<file path="src/rtl/conf_int_mac_pkg.sv">
// ---------------------------------------------------------------------------
// conf_int_mac_pkg
// Shared definitions for the integer MAC dot-product driver.
//   drv_state_e  : sequencer FSM states
//   DRAIN_CYCLES : zero-feed cycles after the last beat before the result
//                  is read from the accumulator
//   MAC_LATENCY  : edges from the driver's operand registers to the MAC
//                  accumulator (operand register stage + accumulate stage)
// ---------------------------------------------------------------------------
package conf_int_mac_pkg;

  typedef enum logic [1:0] {
    ST_IDLE   = 2'd0,
    ST_STREAM = 2'd1,
    ST_DRAIN  = 2'd2,
    ST_RESULT = 2'd3
  } drv_state_e;

  localparam int DRAIN_CYCLES = 3;
  localparam int MAC_LATENCY  = 2;

endpackage

</file>
<file path="src/rtl/conf_int_mac_dot_drv_ctrl.sv">
// ---------------------------------------------------------------------------
// conf_int_mac_dot_drv_ctrl
// Sequencer FSM for the dot-product driver: beat handshake, beat counter,
// truncation flag, drain counter and result handshake.
// Ports:
//   clk, rst            : clock, synchronous active-high reset
//   in_valid_i          : operand beat offered
//   in_last_i           : offered beat closes the vector
//   out_ready_i         : result consumer ready
//   in_ready_o          : driver accepts a beat this cycle
//   out_valid_o         : result registers hold a valid result
//   xfer_o              : a beat is transferred at the coming edge
//   start_o             : the transfer is the first beat of a vector
//   capture_o           : the accumulator holds the final sum this cycle
//   len_o, trunc_o      : beat count and truncation flag of the vector
// ---------------------------------------------------------------------------
module conf_int_mac_dot_drv_ctrl
  import conf_int_mac_pkg::*;
#(
  parameter int MAX_LEN = 256,
  parameter int LEN_W   = $clog2(MAX_LEN + 1)
) (
  input  logic             clk,
  input  logic             rst,
  input  logic             in_valid_i,
  input  logic             in_last_i,
  input  logic             out_ready_i,
  output logic             in_ready_o,
  output logic             out_valid_o,
  output logic             xfer_o,
  output logic             start_o,
  output logic             capture_o,
  output logic [LEN_W-1:0] len_o,
  output logic             trunc_o
);

  // The drain must outlast the MAC pipeline so the last beat has reached
  // the accumulator before it is read.
  localparam int DrainCycles = (DRAIN_CYCLES > MAC_LATENCY) ? DRAIN_CYCLES
                                                            : MAC_LATENCY + 1;
  localparam logic [1:0]       DrainLast = 2'(DrainCycles - 1);
  localparam logic [LEN_W-1:0] MaxLenV   = LEN_W'(MAX_LEN);

  drv_state_e       state_q, state_d;
  logic [LEN_W-1:0] len_q, len_d;
  logic [LEN_W-1:0] len_inc;
  logic             trunc_q, trunc_d;
  logic [1:0]       drain_q, drain_d;
  logic             ready;

  // Beats are only offered upstream in IDLE/STREAM and never while in reset.
  assign ready      = (state_q == ST_IDLE) || (state_q == ST_STREAM);
  assign in_ready_o = ready & ~rst;
  assign xfer_o     = in_valid_i & in_ready_o;
  assign len_inc    = len_q + LEN_W'(1);

  // State and counter registers, all cleared by the synchronous reset.
  always_ff @(posedge clk) begin
    if (rst) begin
      state_q <= ST_IDLE;
      len_q   <= '0;
      trunc_q <= 1'b0;
      drain_q <= '0;
    end else begin
      state_q <= state_d;
      len_q   <= len_d;
      trunc_q <= trunc_d;
      drain_q <= drain_d;
    end
  end

  // Next-state logic; defaults hold everything and strobes are idle.
  always_comb begin
    state_d     = state_q;
    len_d       = len_q;
    trunc_d     = trunc_q;
    drain_d     = drain_q;
    start_o     = 1'b0;
    capture_o   = 1'b0;
    out_valid_o = 1'b0;
    unique case (state_q)
      ST_IDLE: begin
        if (xfer_o) begin
          start_o = 1'b1;
          len_d   = LEN_W'(1);
          trunc_d = 1'b0;
          state_d = in_last_i ? ST_DRAIN : ST_STREAM;
        end
      end
      ST_STREAM: begin
        if (xfer_o) begin
          len_d = len_inc;
          if (in_last_i) begin
            state_d = ST_DRAIN;
          end else if (len_inc == MaxLenV) begin
            // Vector cut at the length limit; next beat opens a new vector.
            trunc_d = 1'b1;
            state_d = ST_DRAIN;
          end
        end
      end
      ST_DRAIN: begin
        drain_d = drain_q + 2'd1;
        if (drain_q == DrainLast) begin
          capture_o = 1'b1;
          drain_d   = '0;
          state_d   = ST_RESULT;
        end
      end
      ST_RESULT: begin
        out_valid_o = 1'b1;
        if (out_ready_i) begin
          trunc_d = 1'b0;
          state_d = ST_IDLE;
        end
      end
      default: state_d = ST_IDLE;
    endcase
  end

  assign len_o   = len_q;
  assign trunc_o = trunc_q;

endmodule

</file>
<file path="src/rtl/conf_int_mac_dot_drv.sv">
// ---------------------------------------------------------------------------
// conf_int_mac_dot_drv
// Initiator-side driver for the configurable integer MAC. Operand pairs are
// pushed into the MAC (zeros in between), the free-running accumulator is
// sampled before and after the vector, and the difference is returned as
// the dot product modulo 2^W.
// Ports:
//   clk, rst                     : clock, synchronous active-high reset
//   in_valid/in_ready/in_a/in_b/in_last : operand beat stream
//   out_valid/out_ready/out_data/out_len/out_trunc : result stream
//   mac_a, mac_b                 : operands to the MAC
//   mac_d                        : MAC accumulator
// ---------------------------------------------------------------------------
module conf_int_mac_dot_drv
  import conf_int_mac_pkg::*;
#(
  parameter int  DATA_PATH_BITWIDTH = 16,
  parameter int  OP_BITWIDTH        = 16,
  parameter int  MAX_LEN            = 256,
  localparam int LEN_W              = $clog2(MAX_LEN + 1)
) (
  input  logic                          clk,
  input  logic                          rst,
  input  logic                          in_valid,
  output logic                          in_ready,
  input  logic [DATA_PATH_BITWIDTH-1:0] in_a,
  input  logic [DATA_PATH_BITWIDTH-1:0] in_b,
  input  logic                          in_last,
  output logic                          out_valid,
  input  logic                          out_ready,
  output logic [DATA_PATH_BITWIDTH-1:0] out_data,
  output logic [LEN_W-1:0]              out_len,
  output logic                          out_trunc,
  output logic [DATA_PATH_BITWIDTH-1:0] mac_a,
  output logic [DATA_PATH_BITWIDTH-1:0] mac_b,
  input  logic [DATA_PATH_BITWIDTH-1:0] mac_d
);

  // OP_BITWIDTH only configures the MAC itself; nothing here depends on it.
  if (OP_BITWIDTH > DATA_PATH_BITWIDTH) begin : g_op_wider_than_path
  end

  logic                          xfer, start, capture;
  logic [DATA_PATH_BITWIDTH-1:0] mac_a_q, mac_b_q;
  logic [DATA_PATH_BITWIDTH-1:0] base_q;
  logic [DATA_PATH_BITWIDTH-1:0] out_data_q;

  conf_int_mac_dot_drv_ctrl #(
    .MAX_LEN (MAX_LEN),
    .LEN_W   (LEN_W)
  ) u_ctrl (
    .clk         (clk),
    .rst         (rst),
    .in_valid_i  (in_valid),
    .in_last_i   (in_last),
    .out_ready_i (out_ready),
    .in_ready_o  (in_ready),
    .out_valid_o (out_valid),
    .xfer_o      (xfer),
    .start_o     (start),
    .capture_o   (capture),
    .len_o       (out_len),
    .trunc_o     (out_trunc)
  );

  // Operand registers feed zeros whenever no beat transfers so the
  // accumulator holds still; base is the accumulator snapshot at the
  // first beat, and the result is the wrapped difference at capture.
  always_ff @(posedge clk) begin
    if (rst) begin
      mac_a_q    <= '0;
      mac_b_q    <= '0;
      base_q     <= '0;
      out_data_q <= '0;
    end else begin
      mac_a_q <= xfer ? in_a : '0;
      mac_b_q <= xfer ? in_b : '0;
      if (start) begin
        base_q <= mac_d;
      end
      if (capture) begin
        out_data_q <= mac_d - base_q;
      end
    end
  end

  assign mac_a    = mac_a_q;
  assign mac_b    = mac_b_q;
  assign out_data = out_data_q;

endmodule

</file>
<file path="config.mk">
export PLATFORM = sky130hd
export DESIGN_NAME = conf_int_mac_dot_drv
export DESIGN_NICKNAME = d
export VERILOG_FILES = /design/src/rtl/conf_int_mac_pkg.sv /design/src/rtl/conf_int_mac_dot_drv_ctrl.sv /design/src/rtl/conf_int_mac_dot_drv.sv
export SDC_FILE = /design/constraint.sdc
export NUM_CORES = 1
export LEC_CHECK = 0
export CELL_PAD_IN_SITES_DETAIL_PLACEMENT = 0
export CELL_PAD_IN_SITES_GLOBAL_PLACEMENT = 2
export CORE_MARGIN = 1
export CORE_UTILIZATION = 24
export DETAILED_ROUTE_END_ITERATION = 8
export PLACE_DENSITY_LB_ADDON = 0.1
export SETUP_SLACK_MARGIN = 0.1
export SLEW_MARGIN = 20
export SYNTH_ARGS = -nofsm -noshare
export SYNTH_HDL_FRONTEND = slang
export SYNTH_SLANG_ARGS = --single-unit
export TNS_END_PERCENT = 50
</file>
<file path="constraint.sdc">
create_clock -name clk -period 2.8 [get_ports clk]
set_input_delay 0.7 -clock clk [delete_from_list [all_inputs] [get_ports clk]]
set_output_delay 0.7 -clock clk [all_outputs]
set_load 0.01 [all_outputs]
</file>
==> metrics <==
status=finished, violations left; DR pass1 iterations=6; Core Region=0.0147 mm2; Iter 0 DRT Violations=105; Worst Path Class, Setup=in -> reg; total I/O pin count=113; FF-to-FF path depth=11; Post-Synthesis Net Count=505; Die Ht=126 um; Least-Margin Pin Slew=0.562 ns; hold_sp=out_data[1]; CP bufs+invs=4; largest net degree at the start of global routing=47; #FFs+latches synth=78; CTS tree=done; WL final=10.7 mm; Synth cell types=54; Site Rows=44; area occupied by multi-input gates=0.00197 mm2; hold endpoint=out_data[1]; Via Count=3378; clk root buf=clkbuf_16; Crit path largest cell delay=0.39 ns; endpoints failing setup=0; syn avg cell area=8.53 um2; gr usage total=14.2%; Final GP Congestion=0.726; Setup crit end kind=flop; Slew headroom=62.6%; Max Clock Skew=0.00746 ns; initial antenna violation count=0; Startpoint Class=input port; Max IR drop VDD=262 uV; r2r startpoint=base_q[0]; die area=0.0158 mm2; total CTS buffers=9; Mapped Area=0.00367 mm2; RSZ-0062 raised after global routing=yes; Reg-to-Reg End=out_data[8]; violated checks=design-rule violations; H-tree depth=3; fmax=0.385 GHz; number of warning messages in the yosys log=0; crit path cell chain=dlygate4sd2_1 > inv_1 > ha_2 > inv_1 > fa_2 > a21o_1 > a21oi_2 > buf_4 > o21bai_1 > a2111o_1 > a21oi_1 > nand3b_1 > a21oi_1; final hold violations=0; Fill cells=1508; Clock Latency Late Sink=0.35 ns; Syn Inst Count=430; Final #Nets=641; vias in the first global route=3264; P_leak=0.00210 uW; fin crit share=92.8%; Pwr Total=3500 uW; DIE WIDTH=126 um; crit path time final=2.60 ns; Async S/R FF share, synth=0%; I/O Buffers=112; WP data required=3.01 ns; worst reg-to-reg setup slack=0.52 ns; first-pass GRT wire length=17.3 mm; Syn-to-layout area delta=50.0%; Clock Sinks=78; Hold Buf Count CTS=0; Power Density=635 mW/mm2; max_cap viols=0; Setup TNS=0 ns; clk slew on worst S/H paths=0.06 ns; Seq. cell area=0.00156 mm2; layout cells sized above 1=11.7%; diode count=0; Crit Path Max Fanout=2; register area share after synthesis=42.6%; routed wire length per instance=14.2 um; fin. max-slew vios=0; Max Buffers Root-to-Sink=2; Post-synth EDFFs=0; Top FF cell, synth=dfxtp_1; Overflow after GRT=0; initial core utilization=25.0%; WHS Path Cells=2; crit path DAT=2.81 ns; Critical Path Slowest Stage Cell=a2111o_1; ANT nets after route=0; Via density=4.47; Crit path max-delay family=compound AO/OA/AOI/OAI gates; DRC viols=6; hpwl dp=7.37 mm; Hold Path Class=reg -> reg
-- layer usage --
metal	wire [um]	global-route usage, %
met2	4840	21.8
met3	734	5.35
met5	0	0
met1	4940	17.9
met4	168	5.38
-- worst register-to-register path: cells and delay by family (launching register included) --
kind / cells / cell delay [ns]
and+or+nand+nor: 1 / 0.11
adders and majority gates: 2 / 0.55
buffers and inverters: 2 / 0.18
AOI/OAI and AO/OA: 6 / 0.98
DFF: 1 / 0.33
-- how the worst max path moves through the flow --
| stage | startpoint | to | slack (ns) | depth (start not counted) |
|---|---|---|---|---|
| after floorplan | mac_d[0] | out_data[8] | 0.15 | 11 |
| after global placement | mac_d[0] | out_data[12] | -0.47 | 12 |
| after detailed placement | mac_d[0] | out_data[12] | -0.47 | 12 |
| after CTS | mac_d[1] | out_data[15] | 0.10 | 11 |
| after global routing | mac_d[7] | out_data[15] | 0.03 | 10 |
| final | mac_d[0] | out_data[8] | 0.20 | 13 |
-- cell type report --
class | instances | area share (%)
clock buffers | 11 | 4.41
clock inverters | 5 | 0.796
inverters | 23 | 1.57
multi-input cells | 308 | 35.7
flip-flops and latches | 78 | 28.4
well taps | 184 | 4.18
repair buffers | 146 | 24.9
-- layout by cell type (no fill, tap or decap), types with 4 or more instances in the layout --
| cell type | count |
|---|---|
| a211oi_1 | 6 |
| dfxtp_1 | 78 |
| clkinv_4 | 4 |
| nand2_1 | 65 |
| nand3_1 | 13 |
| a21oi_2 | 4 |
| buf_4 | 34 |
| nand2b_1 | 5 |
| a21oi_1 | 40 |
| a21o_1 | 9 |
| and2_1 | 33 |
| a31oi_1 | 6 |
| xnor2_1 | 5 |
| nor2_1 | 20 |
| a22oi_1 | 5 |
| nor3_1 | 12 |
| ha_1 | 20 |
| o21ai_0 | 9 |
| xor2_1 | 5 |
| inv_1 | 23 |
| clkdlybuf4s50_1 | 109 |
| clkbuf_16 | 9 |
-- power by group --
| group | total [uW] | switching, uW | internal, uW |
|---|---|---|---|
| Clock | 1150 | 515 | 635 |
| Combinational | 1080 | 558 | 518 |
| Sequential | 1270 | 51.0 | 1220 |
-- synth_stat cells, types with 6 or more instances --
cell type,count,area (um2)
dfxtp_1,78,1560
nand2_1,65,244
a21oi_1,43,215
and2_1,33,206
inv_1,23,86.3
ha_1,21,263
nor2_1,21,78.8
clkbuf_1,14,52.6
nand3_1,13,65.1
nor3_1,12,60.1
o21ai_0,12,60.1
a21o_1,9,67.6
a211oi_1,6,45.0
a31oi_1,6,37.5
nand2b_1,6,37.5
-- what timing repair did --
| item | CTS | global route |
|---|---|---|
| pin swaps | 7 | 4 |
| setup buffers | 3 | 0 |
| gates resized for setup | 6 | 10 |
| endpoints found under the setup margin | 6 | 7 |
-- flip-flops by register name (all words and copies together) (netlist names) --
register / count
out_data: 16
u_ctrl.state_q: 2
mac_a: 16
base_q: 16
u_ctrl.len_o: 9
u_ctrl.drain_q: 2
mac_b: 16
u_ctrl.trunc_o: 1
-- stage by stage --
step	setup slack [ns]	util, %	hold slack [ns]	cells	instance area (um2)
after floorplan	0.148	-	0.436	430	3670
after global placement	-0.474	34.9	0.443	736	5130
after detailed placement	-0.470	34.9	0.448	736	5130
after CTS	0.104	37.1	0.456	755	5460
after global routing	0.0315	37.4	0.473	755	5500
final	0.201	37.4	0.452	755	5500
-- cell families after synthesis --
| logic type | synth area share, % |
|---|---|
| flops | 42.6 |
| fa+ha+maj | 7.71 |
| simple gates | 23.9 |
| compound gates | 17.9 |
| buf+inv | 5.59 |
| xor+xnor | 2.39 |
Power figures use the tool's default switching activity.
